--- config.mk ---
export PLATFORM = sky130hd
export DESIGN_NAME = if_fetch_stage
export DESIGN_NICKNAME = d
export VERILOG_FILES = /design/src/rtl/fetch_pkg.sv /design/src/rtl/fetch_skid_buf.sv /design/src/rtl/if_fetch_stage.sv
export SDC_FILE = /design/constraint.sdc
export NUM_CORES = 1
export LEC_CHECK = 0
export ABC_CLOCK_PERIOD_IN_PS = 1800
export BUFFER_PORTS_ARGS = -buffer_cell sky130_fd_sc_hd__buf_2
export CAP_MARGIN = 40
export CORE_MARGIN = 5
export CORE_UTILIZATION = 35
export CTS_BUF_LIST = sky130_fd_sc_hd__clkbuf_8
export CTS_CLUSTER_DIAMETER = 80
export DETAILED_ROUTE_END_ITERATION = 16
export HOLD_SLACK_MARGIN = 0.05
export PLACE_DENSITY = 0.58
export SETUP_SLACK_MARGIN = 0.15
export SLEW_MARGIN = 0
export SYNTH_ARGS = -nofsm -noshare
export SYNTH_HDL_FRONTEND = slang
export SYNTH_HIERARCHICAL = 1
export SYNTH_SLANG_ARGS = --single-unit
--- constraint.sdc ---
create_clock -name clock -period 1.8 [get_ports clock]
set_input_delay 0.36 -clock clock [delete_from_list [all_inputs] [get_ports clock]]
set_output_delay 0.36 -clock clock [all_outputs]
set_load 0.05 [all_outputs]
--- src/rtl/fetch_pkg.sv ---
// ============================================================================
// fetch_pkg -- shared state encodings, NOP and default widths for the IF stage.
// Rev 1.0
// ============================================================================
`default_nettype none

package fetch_pkg;

  localparam int unsigned DEF_BPC    = 7;
  localparam int unsigned DEF_BINSTR = 32;

  localparam logic [31:0] NOP_INSTR = 32'h0000_0000;

  typedef enum logic [1:0] {
    ST_REQ   = 2'd0,
    ST_WAIT  = 2'd1,
    ST_HOLD  = 2'd2,
    ST_DRAIN = 2'd3
  } fetch_state_e;

endpackage

`default_nettype wire

--- src/rtl/fetch_skid_buf.sv ---
// ============================================================================
// fetch_skid_buf -- one-entry instruction buffer with load, clear and full flag.
// Rev 1.0
// ============================================================================
`default_nettype none

module fetch_skid_buf
  import fetch_pkg::*;
#(
  parameter int unsigned bINSTR = DEF_BINSTR
) (
  input  logic              clock,
  input  logic              reset,
  input  logic              load,
  input  logic              clear,
  input  logic [bINSTR-1:0] din,
  output logic [bINSTR-1:0] dout,
  output logic              full
);

  logic [bINSTR-1:0] data_q, data_d;
  logic              full_q, full_d;

  always_comb begin
    data_d = data_q;
    full_d = full_q;
    if (load) begin
      data_d = din;
      full_d = 1'b1;
    end else if (clear) begin
      data_d = bINSTR'(NOP_INSTR);
      full_d = 1'b0;
    end
  end

  always_ff @(posedge clock or posedge reset) begin
    if (reset) begin
      data_q <= '0;
      full_q <= 1'b0;
    end else begin
      data_q <= data_d;
      full_q <= full_d;
    end
  end

  assign dout = data_q;
  assign full = full_q;

endmodule

`default_nettype wire

--- src/rtl/if_fetch_stage.sv ---
// ============================================================================
// if_fetch_stage -- imem request FSM, next-PC select, skid buffer and IF/ID reg.
// FETCH_PERF_EN adds saturating perf_fetched / perf_bubbles counters. Rev 1.0
// ============================================================================
`default_nettype none

module if_fetch_stage
  import fetch_pkg::*;
#(
  parameter int unsigned bPC    = DEF_BPC,
  parameter int unsigned bINSTR = DEF_BINSTR
) (
  input  logic              clock,
  input  logic              reset,
  input  logic [bPC-1:0]    pc_in,
  output logic [bPC-1:0]    pc_next,
  output logic              imem_req,
  output logic [bPC-1:0]    imem_addr,
  input  logic              imem_valid,
  input  logic [bINSTR-1:0] imem_instr,
  input  logic              stall,
  input  logic              flush,
  input  logic [bPC-1:0]    redirect_pc,
  output logic [bINSTR-1:0] if_id_instr,
  output logic [bPC-1:0]    if_id_pc,
  output logic [bPC-1:0]    if_id_pc_plus1,
  output logic              if_id_valid
`ifdef FETCH_PERF_EN
  ,
  output logic [15:0]       perf_fetched,
  output logic [15:0]       perf_bubbles
`endif
);

  fetch_state_e      state_q, state_d;
  logic [bINSTR-1:0] if_id_instr_q, if_id_instr_d;
  logic [bPC-1:0]    if_id_pc_q, if_id_pc_d;
  logic [bPC-1:0]    if_id_pc_plus1_q, if_id_pc_plus1_d;
  logic              if_id_valid_q, if_id_valid_d;

  logic              accept;
  logic [bINSTR-1:0] accept_instr;
  logic              skid_load, skid_clear, skid_full;
  logic [bINSTR-1:0] skid_data;
  logic [bPC-1:0]    pc_plus1;
  logic              bubble;

  assign pc_plus1  = pc_in + bPC'(1);
  assign imem_addr = pc_in;

  fetch_skid_buf #(
    .bINSTR (bINSTR)
  ) u_skid (
    .clock (clock),
    .reset (reset),
    .load  (skid_load),
    .clear (skid_clear),
    .din   (imem_instr),
    .dout  (skid_data),
    .full  (skid_full)
  );

  // Request/response FSM; flush outranks stall, which outranks imem_valid.
  always_comb begin
    state_d      = state_q;
    imem_req     = 1'b0;
    accept       = 1'b0;
    accept_instr = imem_instr;
    skid_load    = 1'b0;
    skid_clear   = 1'b0;
    case (state_q)
      ST_REQ: begin
        imem_req = 1'b1;
        state_d  = flush ? ST_DRAIN : ST_WAIT;
      end
      ST_WAIT: begin
        if (flush) begin
          state_d = imem_valid ? ST_REQ : ST_DRAIN;
        end else if (imem_valid) begin
          if (stall) begin
            skid_load = 1'b1;
            state_d   = ST_HOLD;
          end else begin
            accept  = 1'b1;
            state_d = ST_REQ;
          end
        end
      end
      ST_HOLD: begin
        if (flush) begin
          skid_clear = 1'b1;
          state_d    = ST_REQ;
        end else if (!stall && skid_full) begin
          accept       = 1'b1;
          accept_instr = skid_data;
          skid_clear   = 1'b1;
          state_d      = ST_REQ;
        end
      end
      ST_DRAIN: begin
        // The in-flight response is the one being discarded.
        if (!flush && imem_valid) begin
          state_d = ST_REQ;
        end
      end
      default: state_d = ST_REQ;
    endcase

    pc_next = pc_in;
    if (flush) begin
      pc_next = redirect_pc;
    end else if (accept) begin
      pc_next = pc_plus1;
    end
  end

  always_comb begin
    if_id_instr_d    = if_id_instr_q;
    if_id_pc_d       = if_id_pc_q;
    if_id_pc_plus1_d = if_id_pc_plus1_q;
    if_id_valid_d    = if_id_valid_q;
    bubble           = 1'b0;
    if (flush) begin
      if_id_instr_d = bINSTR'(NOP_INSTR);
      if_id_valid_d = 1'b0;
      bubble        = 1'b1;
    end else if (accept) begin
      if_id_instr_d    = accept_instr;
      if_id_pc_d       = pc_in;
      if_id_pc_plus1_d = pc_plus1;
      if_id_valid_d    = 1'b1;
    end else if (!stall) begin
      if_id_valid_d = 1'b0;
      bubble        = 1'b1;
    end
  end

  always_ff @(posedge clock or posedge reset) begin
    if (reset) begin
      state_q          <= ST_REQ;
      if_id_instr_q    <= '0;
      if_id_pc_q       <= '0;
      if_id_pc_plus1_q <= '0;
      if_id_valid_q    <= 1'b0;
    end else begin
      state_q          <= state_d;
      if_id_instr_q    <= if_id_instr_d;
      if_id_pc_q       <= if_id_pc_d;
      if_id_pc_plus1_q <= if_id_pc_plus1_d;
      if_id_valid_q    <= if_id_valid_d;
    end
  end

  assign if_id_instr    = if_id_instr_q;
  assign if_id_pc       = if_id_pc_q;
  assign if_id_pc_plus1 = if_id_pc_plus1_q;
  assign if_id_valid    = if_id_valid_q;

`ifdef FETCH_PERF_EN
  logic [15:0] perf_fetched_q, perf_fetched_d;
  logic [15:0] perf_bubbles_q, perf_bubbles_d;

  always_comb begin
    perf_fetched_d = perf_fetched_q;
    perf_bubbles_d = perf_bubbles_q;
    if (accept && (perf_fetched_q != 16'hFFFF)) begin
      perf_fetched_d = perf_fetched_q + 16'd1;
    end
    if (bubble && (perf_bubbles_q != 16'hFFFF)) begin
      perf_bubbles_d = perf_bubbles_q + 16'd1;
    end
  end

  always_ff @(posedge clock or posedge reset) begin
    if (reset) begin
      perf_fetched_q <= 16'd0;
      perf_bubbles_q <= 16'd0;
    end else begin
      perf_fetched_q <= perf_fetched_d;
      perf_bubbles_q <= perf_bubbles_d;
    end
  end

  assign perf_fetched = perf_fetched_q;
  assign perf_bubbles = perf_bubbles_q;
`else
  logic unused_bubble;
  assign unused_bubble = bubble;
`endif

endmodule

`default_nettype wire

## After elaboration in Yosys (flattened, before gate mapping)

Index checks and enable logic that the tools add are counted.

| cells by class | value |
|---|---|
| bitwise gates (word level) | 1 |
| muxes and demuxes | 35 |
| reduce and logical (&&, ||, !) cells | 9 |
| $add $sub $neg | 1 |
| eq/ne operators | 7 |

Operator list:

| operator | number |
|---|---|
| 2-to-1 mux 32 bit | 6 |
| 2-to-1 mux 1 bit | 17 |
| 2-to-1 mux 2 bit | 8 |
| 2-to-1 mux 7 bit | 2 |
| case mux 2 bit (4 select lines) | 1 |
| adder 7 x 1 -> 7 bit (second input constant) | 1 |
| inequality test 3 bit (second input constant) | 2 |
| equality test 2 bit (second input constant) | 2 |
| nonzero test 2 bit | 2 |
| inequality test 3 x 1 -> 1 bit (second input constant) | 1 |
| AND reduction 3 bit | 1 |
| equality test 2 x 1 -> 1 bit (second input constant) | 1 |
| logical AND 1 bit | 2 |
| logical NOT 1 bit | 2 |
| logical NOT 2 bit | 1 |
| inequality test 2 bit (second input constant) | 1 |
| case mux 1 bit (2 select lines) | 1 |
| AND reduction 2 bit | 1 |
| NOT 1 bit | 1 |

| word-level totals | value |
|---|---|
| word-level logic and storage cells | 60 |
| output and inout bits | 62 |
| register bits | 82 |

## Depth between registers and ports, before layout

Gate-level depths: netlist (run 1).

| logic depth | value |
|---|---|
| word-level depth | 7 |
| mapped depth | 8 |

## Modules after synthesis

Netlist (run 1), hierarchy kept.

Modules (own cells, without submodules):

| module | cells each | times used | area each (um^2) | sequential area each (um^2) |
|---|---|---|---|---|
| if_fetch_stage | 268 | 1 | 2606.2 | 1226.2 |
| fetch_skid_buf | 112 | 1 | 1331.3 | 825.8 |

## Worst setup path after synthesis (run 1)

No wires, ideal clock.

| timing path | value |
|---|---|
| path type | register -> output |
| from | reg state_q[0] |
| to | out pc_next[1] |
| required time | 1.440 ns |
| data arrival time | 1.810 ns |
| cell stages (with the launch flop) | 8 |
| path slack | -0.370 ns |
| path through | dfrtp_1 > inv_1 > ha_1 > a22o_4 > and3_4 > buf_6 > and2_1 > a221o_1 |

| on the way | value |
|---|---|
| longest elaborated chain between the ends | 4 |

Ends and longest elaborated chain:

| what | RTL line | text |
|---|---|---|
| from (decl) | if_fetch_stage.sv:35 | `fetch_state_e state_q, state_d;` |
| from (signal assigned) | if_fetch_stage.sv:146 | `state_q <= state_d;` |
| equality test 2 bit / equality test 2 x 1 -> 1 bit (equally long branches) | if_fetch_stage.sv:71 | `case (state_q)` |
| case mux 1 bit (2 select lines) (*) | if_fetch_stage.sv:71 |  |
| 2-to-1 mux 7 bit (*) | if_fetch_stage.sv:112 | `end else if (accept) begin` |
| 2-to-1 mux 7 bit (*) | if_fetch_stage.sv:110 | `if (flush) begin` |
| to (decl) | if_fetch_stage.sv:16 | `output logic [bPC-1:0] pc_next,` |

Mark *: on every way between the ends. The rest lies on a longest branch, timed or not.

## Final worst setup path (run 1)

Same ends and word-level chain as after synthesis.

==> out/metrics.yaml, run 1 <==
status:
  status: "finished, violations left"
  violations: "setup timing"
synthesis:
  ys_ff_latch: 82
  synth_nets: 436
  yosys_warnings: 6
  synthArstFlopShare_pct: 100
  synthTopCellsByArea: "dfrtp_1 52%, mux2i_1 8.4%, nand2_1 4.6%"
  synthCells: 380
  synth_top_cell_by_area: "dfrtp_1"
  synth_top_area_share_pct: 52.1
  ys.flop_type: "dfrtp_1"
  yosysSeqAreaShare_pct: 52.1
  syn_avg_cell_area_um2: 10.4
  syn_area_um2: 3940
  synth_edf_count: 0
  ys_types: 34
critical_path:
  critPathLaunchType: "register"
  cpPeakStageDelay_ns: 0.40
  crit_chain: "buf_4 > ha_4 > a22o_4 > and3_4 > and2_4 > a221o_2 > buf_8"
  r2r_slack_ns: -0.33
  cp.required_ns: 1.44
  cp_data_arrival_time_ns: 2.09
  cp_max_fo: 4
  crit_family: "compound AO/OA/AOI/OAI gates"
  end_kind: "output pin"
  crit_type: "reg2out"
  worst-path-buf-inv: 2
  critical_path.slowest_cell: "dfrtp_1"
global_routing:
  grt_max_degree: 39
  antenna_found_initial: 0
  grt_pass1_wl_um: 18300
  gr-total-overflow: 0
  grt_pass1_vias: 3586
  grtUsageTotal_pct: 17.5
finish:
  areaGrowthSynthToFinish_pct: 50.0
  mostFrequentLayoutCells: "106 x buf_2, 82 x dfrtp_1, 33 x nand2_1, 32 x mux2i_1, 31 x buf_4"
  fin_nets: 590
  drive_gt1_share_pct: 51.2
  fin_cells: 679
  final_common_cell: "buf_2"
  n_antenna_cell: 0
  fin_util_pct: 54.0
die:
  num_rows: 38
  die-area_um2: 13500
  coreArea_um2: 10900
  dieHeight_um: 116
  fp.dieW_um: 116
  initial_utilization_pct: 36.0
  io_pins: 113
clock_tree:
  cts_tree: "done"
  cts_made_buffers: 9
  htreeDepth: 3
  ctsRootBufferMaster: "clkbuf_8"
  clk_pin_slew_worst_paths_ns: 0.09
  cts.sinks: 82
  clockBufferDepth: 2
  clk_latency_ns: 0.35
drt:
  drc: 0
  vias_per_cell: 5.03
  first_pass_iters: 6
  ant_nets: 0
  drtIter0Drc: 151
  wl_per_cell_um: 17.3
  finalWirelength_um: 11800
  via_count: 3412
power_and_ir_drop:
  ir_drop_v: 0.000746
  p_per_area_nw_per_um2: 1340
  leakagePower_nw: 3.12
placement:
  dpl.cell_count: 636
  port_buffers: 112
  dpl_worst_slack_ns: -0.332
  gp_congestion: 0.760
  dp_hpwl_um: 7360
timing:
  period_needed_ns: 2.45
  rsz0062_at_grt: "yes"
  hold_viol: 0
  period_share_pct: 136
  finalWorstSetupSlack_ns: -0.649
  fmax_mhz: 408
  tightest_slew_ns: 0.538
  maxSlewHeadroom_pct: 64.1
  maxSlewViolCount: 0
  fin_worst_skew_ns: 0.00957
  setup_viol: 37
flow_run:
  cap_violations: 0
min_path:
  hold_class: "in2reg"
==> synthesized netlist by cell type, types with 2 or more instances <==
master	count
clkbuf_2	2
o21ai_0	33
ha_1	5
dfrtp_1	82
a221o_1	6
buf_6	6
clkbuf_1	5
inv_1	8
buf_1	2
xnor2_1	5
a31oi_1	4
and3_1	5
buf_2	12
nor2b_1	5
mux2i_1	33
nand2b_1	17
a22o_1	15
nor2_1	6
nand2_1	48
o21ai_1	15
a21oi_1	15
buf_4	8
nor3b_1	4
nand3_1	26
o21ai_2	2
a21o_1	3
==> flip-flops by register name (all words and copies together) (netlist names) <==
signal,flops
if_id_instr,32
u_skid/dout,32
if_id_pc,7
if_id_pc_plus1,7
state_q,2
if_id_valid,1
u_skid/full,1
==> timing repair <==
action / 4_1_cts / 5_1_grt
resized for setup: 100 / 57
hold endpoints to repair: 11 / 0
hold buffers: 1 / 0
pin swaps: 36 / 11
cloned: 7 / 1
buffers inserted: 11 / 7
setup endpoints to repair: 59 / 79
==> worst min-delay path, cell delays in order <==
cell	delay, ns
buf_2	0.09
nand2_1	0.04
o21ai_1	0.06
==> final timing paths <==
| path | end | cells after the start | from |
|---|---|---|---|
| min reg2reg | if_id_pc_plus1[1] | 1 | if_id_pc_plus1[1] |
| min in group asynchronous | if_id_instr[22] | 3 | reset |
| min | u_skid/dout[26] | 3 | imem_instr[26] |
| max in group asynchronous | if_id_pc[0] | 4 | reset |
| max | pc_next[1] | 7 | state_q[0] |
| max reg2reg | if_id_instr[6] | 14 | state_q[1] |
==> kinds of logic after synthesis <==
group | after synthesis | share of synthesized area (%)
AO/OA/AOI/OAI | 97 | 15.6
XOR/XNOR | 5 | 1.11
adder cells (fa/ha/maj) | 5 | 1.59
buffers and inverters | 43 | 6.45
flip-flops | 82 | 52.1
multiplexers | 34 | 8.67
AND/OR/NAND/NOR | 114 | 14.5
==> area by class of cell <==
cell class / instances / area, µm²
timing repair buffer: 178 / 1430
inverter: 8 / 30.0
clock inverter: 5 / 77.6
multi-input combinational: 255 / 1990
fill: 980 / 5030
clock buffer: 11 / 151
tap: 140 / 175
sequential: 82 / 2050
==> through the flow <==
stage,TNS (ns),power (mW),cell area (µm²),hold WS (ns)
global route,-14.49,8.32,5910,0.222
finish,-11.71,7.89,5910,0.230
floorplan,-1.28,4.87,3980,0.462
global placement,-3.13,5.61,4820,0.329
detailed placement,-4.16,5.69,4820,0.333
CTS,-4.21,7.67,5630,0.216
==> layer usage <==
metal | track usage, % | vias up | wire (µm)
met2 | 28.7 | 89 | 5480
met4 | 5.49 | 0 | 184
met5 | 0 | - | 0
met3 | 4.13 | 14 | 715
met1 | 23.1 | 1667 | 5370
li1 | - | 1642 | -
==> report_power, final <==
part | internal [mW] | switching (mW) | total (mW)
Clock | 0.853 | 0.658 | 1.51
Combinational | 1.41 | 2.10 | 3.51
Sequential | 2.46 | 0.398 | 2.86
Power figures use the tool's default switching activity.
==> run 2: changes to the inputs <==
Settings changed: CORE_MARGIN 5 to 2, GPL_TIMING_DRIVEN set to 0.
==> run 2 against run 1 <==
Compared with the run above:
- the flow still finishes with violations (setup timing)
- sequential share of layout area rose by 3.2 points
- fmax fell by 1.0%
- wire length fell by 9.5%
- critical path depth rose by 1
- combinational power fell by 14%
- setup slack got worse by 0.025 ns
- count of clock-buffer cells in the layout fell by 1
==> out/metrics.yaml, run 2 (synthesized netlist as in run 1, its figures left out) <==
timing:
  finalWorstSetupSlack_ns: -0.674  # was -0.649 ns
  rsz0062_at_grt: "yes"  # unchanged
  period_share_pct: 137  # was 136%
  timing.hold.ws_ns: 0.237  # was 0.230 ns
  setup_viol: 13  # was 37
  period_needed_ns: 2.47  # was 2.45 ns
  tightest_slew_ns: 0.760  # was 0.538 ns
  hold_viol: 0  # unchanged
  maxSlewViolCount: 0  # unchanged
  maxSlewHeadroom_pct: 49.4  # was 64.1%
  fin_worst_skew_ns: 0.00987  # was 0.00957 ns
  fmax_mhz: 404  # was 408 MHz
die:
  fp.dieW_um: 110  # was 116 µm
  coreArea_um2: 10900  # about the same
  die-area_um2: 12100  # was 13500 µm²
  dieHeight_um: 110  # was 116 µm
  initial_utilization_pct: 36.2  # was 36.0%
  io_pins: 113  # unchanged
  num_rows: 38  # unchanged
power_and_ir_drop:
  leakagePower_nw: 2.93  # was 3.12 nW
  p_per_area_nw_per_um2: 1430  # was 1340 nW/µm²
  ir_drop_v: 0.000587  # was 0.000746 V
global_routing:
  grt_max_degree: 37  # was 39
  grtUsageTotal_pct: 18.3  # was 17.5%
  grt_pass1_wl_um: 17000  # was 18300 µm
  grt_pass1_vias: 3336  # was 3586
  antenna_found_initial: 0  # unchanged
  gr-total-overflow: 0  # unchanged
critical_path:
  end_kind: "output pin"  # unchanged
  critPathLaunchType: "register"  # unchanged
  cp_max_fo: 4  # unchanged
  cp_data_arrival_time_ns: 2.11  # was 2.09 ns
  cp.required_ns: 1.44  # about the same
  crit_chain: "inv_2 > ha_4 > a22o_4 > and3_4 > buf_6 > and2_4 > a221o_2 > buf_8"  # was buf_4 > ha_4 > a22o_4 > and3_4 > and2_4 > a221o_2 > buf_8
  critical_path.slowest_cell: "dfrtp_1"  # unchanged
  crit_type: "reg2out"  # unchanged
  cpPeakStageDelay_ns: 0.43  # was 0.40 ns
clock_tree:
  clk_pin_slew_worst_paths_ns: 0.09  # about the same
  clk_latency_ns: 0.35  # about the same
  cts_tree: "done"  # unchanged
  cts_made_buffers: 9  # unchanged
  cts.sinks: 82  # unchanged
  ctsRootBufferMaster: "clkbuf_8"  # unchanged
  clockBufferDepth: 2  # unchanged
  htreeDepth: 3  # unchanged
finish:
  mostFrequentLayoutCells: "108 x buf_2, 81 x dfrtp_1, 39 x nand2_1, 33 x mux2i_1, 25 x nand3_1"  # was 106 x buf_2, 82 x dfrtp_1, 33 x nand2_1, 32 x mux2i_1, 31 x buf_4
  fin_util_pct: 49.7  # was 54.0%
  drive_gt1_share_pct: 41.1  # was 51.2%
  n_antenna_cell: 0  # unchanged
  areaGrowthSynthToFinish_pct: 37.4  # was 50.0%
  final_common_cell: "buf_2"  # unchanged
  fin_nets: 575  # was 590
  num-fill-cells: 1032  # was 980
drt:
  ant_nets: 0  # unchanged
  wl_per_cell_um: 16.0  # was 17.3 µm
  drc: 0  # unchanged
  drtIter0Drc: 144  # was 151
  first_pass_iters: 4  # was 6
  finalWirelength_um: 10600  # was 11800 µm
  vias_per_cell: 4.95  # was 5.03
  via_count: 3283  # was 3412
placement:
  dp_hpwl_um: 7640  # was 7360 µm
  gp_congestion: 0.758  # was 0.760
  port_buffers: 112  # unchanged
status:
  violations: "setup timing"  # unchanged
  status: "finished, violations left"  # unchanged
min_path:
  hold_class: "in2reg"  # unchanged
flow_run:
  cap_violations: 0  # unchanged
==> run 2: cell count changes in the layout (fill, tap and decap cells not counted), moves of 4 or more <==
| cell | delta |
|---|---|
| nand3_2 | -19 |
| buf_4 | -10 |
| buf_6 | -4 |
| nand2_1 | +6 |
| o21ai_2 | -18 |
| buf_16 | -6 |
| buf_12 | -7 |
| o21ai_1 | -5 |
| a21oi_1 | -8 |
| nand2_2 | -4 |
| nand3_1 | +22 |
| a21oi_2 | +7 |
| o21ai_0 | +23 |
==> run 2: final timing paths <==
path	from	endpoint	slack, ns	depth (start not counted)
max in group asynchronous	reset	u_skid/dout[6]	0.68	5
hold / removal	imem_instr[12]	u_skid/dout[12]	0.24	3
setup / recovery	state_q[0]	pc_next[1]	-0.67	8
hold reg to reg	if_id_pc[5]	if_id_pc[5]	0.47	2
min in group asynchronous	reset	if_id_instr[19]	0.52	3
setup reg to reg	state_q[0]	if_id_instr[1]	-0.06	10
==> run 2: critical path, delay by kind of cell, from the launching register on <==
kind | cells | cell delay, ns
AOI/OAI and AO/OA | 2 | 0.56
DFF | 1 | 0.43
buffers and inverters | 3 | 0.34
and+or+nand+nor | 2 | 0.28
adders and majority gates | 1 | 0.16
==> run 2: layout make-up <==
cell class	count	area (µm²)	area share (%)
inverters	8	30.0	0.555
clock inverters	5	150	2.78
flip-flops and latches	82	2050	38.0
clock buffers	10	138	2.54
multi-input cells	255	1770	32.7
plain buffers	35	295	5.46
repair buffers	128	800	14.8
well taps	140	175	3.24
==> run 2: power by group <==
| part | switching (mW) | leakage (nW) | internal (mW) |
|---|---|---|---|
| registers | 0.374 | 1.10 | 2.46 |
| logic | 1.90 | 1.68 | 1.11 |
| clock network | 0.653 | 0.143 | 1.23 |
==> run 2: through the flow <==
step	setup slack, ns	total power [mW]	area [µm²]	setup TNS, ns	cells
after detailed placement	-0.461	5.59	4780	-8.18	635
after global routing	-0.760	8.17	5410	-7.46	663
after floorplan	-0.262	4.87	3980	-1.28	380
after CTS	-0.714	7.75	5360	-4.92	661
final	-0.674	7.73	5410	-4.68	663
after global placement	-0.524	5.51	4720	-32.44	632
==> run 2: timing repair <==
item,in CTS,in global routing
hold buffers,1,0
endpoints found under the setup margin,55,81
cloned,2,0
hold endpoints to repair,19,0
gates resized for setup,57,25
pin swaps,5,7
setup buffers,8,2
==> run 2: per-layer routing <==
metal  global-route usage [%]  routed length [µm]  up-vias
met4                     5.42                 105        0
met2                     29.7                4900      101
met5                        0                   0        -
met1                     25.1                4900     1574
met3                     3.23                 722        9
li1                         -                   -     1599
==> run 3: changes to the inputs <==
--- a/config.mk
+++ b/config.mk
@@ -7,5 +7,5 @@
 export LEC_CHECK = 0
 export ABC_CLOCK_PERIOD_IN_PS = 1800
-export BUFFER_PORTS_ARGS = -buffer_cell sky130_fd_sc_hd__buf_2
+export BUFFER_PORTS_ARGS = -buffer_cell sky130_fd_sc_hd__buf_4
 export CAP_MARGIN = 40
 export CORE_MARGIN = 2
==> constraint.sdc (replaced) <==
create_clock -name clock -period 1.8 [get_ports clock]
set_input_delay 0.18 -clock clock [delete_from_list [all_inputs] [get_ports clock]]
set_output_delay 0.18 -clock clock [all_outputs]
set_load 0.01 [all_outputs]
==> run 3 against run 2 <==
Compared with the run above:
- final cell count grew 3.5%
- clock power shrank 30%
- largest cell class unchanged
- the flow still finishes with violations (setup timing)
- non-clock buffer count grew 22
- critical endpoint unchanged
==> out/metrics.yaml, run 3 (synthesized netlist as in run 1, its figures left out) <==
status:
  status: "finished, violations left"  # unchanged
  violations: "setup timing"  # unchanged
power_and_ir_drop:
  switching_share_pct: 33.4  # was 37.9%
  intPower_mw: 4.44  # was 4.80 mW
  switchingPower_mw: 2.23  # was 2.93 mW
  combPwrFrac_pct: 37.5  # was 38.9%
  p_per_area_nw_per_um2: 1150  # was 1430 nW/µm²
  leakagePower_nw: 3.03  # was 2.93 nW
  seqPwrFrac_pct: 42.6  # was 36.7%
  power_frac_clock_pct: 19.9  # was 24.4%
  ir_drop_v: 0.000495  # was 0.000587 V
  power.total_mw: 6.67  # was 7.73 mW
critical_path:
  r2r_slack_ns: -0.15  # was -0.06 ns
  cp.required_ns: 1.62  # was 1.44 ns
  cp_data_arrival_time_ns: 2.08  # was 2.11 ns
  critical_path.slowest_cell: "dfrtp_1"  # unchanged
  end_kind: "output pin"  # unchanged
  crit_top_cell: "buf_6"
  cpPeakStageDelay_ns: 0.44  # was 0.43 ns
  worst-path-buf-inv: 3  # unchanged
  critPathLaunchType: "register"  # unchanged
  crit_type: "reg2out"  # unchanged
  crit_chain: "inv_2 > ha_4 > a22o_4 > and3_4 > buf_6 > and2_4 > a221o_1 > buf_6"  # was inv_2 > ha_4 > a22o_4 > and3_4 > buf_6 > and2_4 > a221o_2 > buf_8
  r2r_cells: 11  # was 10
  cp_max_fo: 5  # was 4
  critPathLaunch: "state_q[1]"  # was state_q[0]
  reg2reg_to: "if_id_instr[31]"  # was if_id_instr[1]
  crit_family: "compound AO/OA/AOI/OAI gates"  # unchanged
  r2r-start: "state_q[1]"  # was state_q[0]
min_path:
  min_to: "u_skid/dout[6]"  # was u_skid/dout[12]
  min_from: "imem_instr[6]"  # was imem_instr[12]
  hold_class: "in2reg"  # unchanged
  hold-path-cell-count: 2  # was 3
timing:
  tightest_slew_ns: 0.795  # was 0.760 ns
  timing.hold.ws_ns: 0.0646  # was 0.237 ns
  fmax_mhz: 442  # was 404 MHz
  finalWorstSetupSlack_ns: -0.462  # was -0.674 ns
  setup_viol: 50  # was 13
  fin_worst_skew_ns: 0.00700  # was 0.00987 ns
  maxSlewHeadroom_pct: 47.0  # was 49.4%
  period_share_pct: 126  # was 137%
  period_needed_ns: 2.26  # was 2.47 ns
  hold_viol: 0  # unchanged
  maxSlewViolCount: 0  # unchanged
  rsz0062_at_grt: "yes"  # unchanged
finish:
  drive_gt1_share_pct: 39.4  # was 41.1%
  mostFrequentLayoutCells: "125 x buf_4, 82 x dfrtp_1, 43 x nand2_1, 33 x mux2i_1, 31 x o21ai_0"  # was 108 x buf_2, 81 x dfrtp_1, 39 x nand2_1, 33 x mux2i_1, 25 x nand3_1
  num-fill-cells: 954  # was 1032
  fin_nets: 597  # was 575
  final_common_cell: "buf_4"  # was buf_2
  areaGrowthSynthToFinish_pct: 47.2  # was 37.4%
  n_antenna_cell: 0  # unchanged
global_routing:
  grt_use_met1_pct: 25.0  # was 25.1%
  use_met2_pct: 30.0  # was 29.7%
  top_usage_layer: "met2"  # unchanged
  grt_pass1_wl_um: 17400  # was 17000 µm
  grt_util_met3_pct: 4.12  # was 3.23%
  grt_max_degree: 28  # was 37
  grtUsageTotal_pct: 18.7  # was 18.3%
  grt_pass1_vias: 3424  # was 3336
  antenna_found_initial: 0  # unchanged
  gr-total-overflow: 0  # unchanged
die:
  io_pins: 113  # unchanged
  coreArea_um2: 10900  # unchanged
  fp.dieW_um: 110  # unchanged
  initial_utilization_pct: 36.2  # unchanged
  die-area_um2: 12100  # unchanged
  num_rows: 38  # unchanged
  dieHeight_um: 110  # unchanged
placement:
  port_buffers: 112  # unchanged
  dp_hpwl_um: 7730  # was 7640 µm
  gp_congestion: 0.839  # was 0.758
clock_tree:
  ctsRootBufferMaster: "clkbuf_8"  # unchanged
  clk_latency_ns: 0.36  # was 0.35 ns
  clockBufferDepth: 2  # unchanged
  cts.sinks: 82  # unchanged
  cts_made_buffers: 9  # unchanged
  htreeDepth: 3  # unchanged
  clk_pin_slew_worst_paths_ns: 0.09  # about the same
  cts_tree: "done"  # unchanged
drt:
  first_pass_iters: 4  # unchanged
  wl_per_cell_um: 16.1  # was 16.0 µm
  finalWirelength_um: 11000  # was 10600 µm
  vias_per_cell: 5.01  # was 4.95
  drc: 0  # unchanged
  drtIter0Drc: 132  # was 144
  ant_nets: 0  # unchanged
  via_count: 3440  # was 3283
flow_run:
  cap_violations: 0  # unchanged
## run 3: metrics by stage
stage	std cells	cell area, µm²	utilization (%)	worst slack [ns]	TNS, ns
after global routing	686	5800	53.2	-0.534	-10.57
after CTS	679	5630	51.7	-0.476	-5.41
final	686	5800	53.2	-0.462	-6.21
after global placement	632	4990	45.8	-0.306	-16.52
after detailed placement	634	5030	46.2	-0.133	-2.43
after floorplan	380	3970	-	0.0487	0
## run 3: worst max-delay path by stage
stage / endpoint / slack, ns / depth (start not counted)
floorplan: pc_next[1] / 0.05 / 7
global placement: if_id_pc[6] / -0.31 / 2
detailed placement: pc_next[1] / -0.13 / 8
CTS: pc_next[1] / -0.48 / 8
global route: pc_next[1] / -0.53 / 8
finish: pc_next[1] / -0.46 / 8
## run 3: power by group through the flow
stage	clock (mW)	combinational [mW]	sequential [mW]
6_report	1.33	2.50	2.84
3_3_place_gp	0	2.04	2.84
5_1_grt	1.46	2.72	2.93
3_5_place_dp	0	2.10	2.85
4_1_cts	1.37	2.34	2.84
2_1_floorplan	0	1.17	2.89
## run 3: what timing repair did
item,4_1_cts,5_1_grt
endpoints found under the setup margin,54,56
cloned,1,0
endpoints found under the hold margin,54,1
resized for setup,34,32
hold buffers,18,1
buffers inserted,10,6
pin swaps,3,16
## run 3: layout make-up
cell class | count | area (µm²) | area share [%]
sequential | 82 | 2050 | 35.4
multi-input combinational | 255 | 1780 | 30.8
timing repair buffer | 150 | 1270 | 21.9
buffer | 35 | 290 | 5.01
tap | 140 | 175 | 3.02
clock buffer | 9 | 124 | 2.14
clock inverter | 7 | 70.1 | 1.21
inverter | 8 | 30.0 | 0.518
## run 3: routing by layer
metal	vias up	wire [µm]	share of wire (%)
met3	14	669	6.1
met4	0	155	1.4
met2	93	5320	48
li1	1644	-	-
met1	1689	4870	44
met5	-	0	0
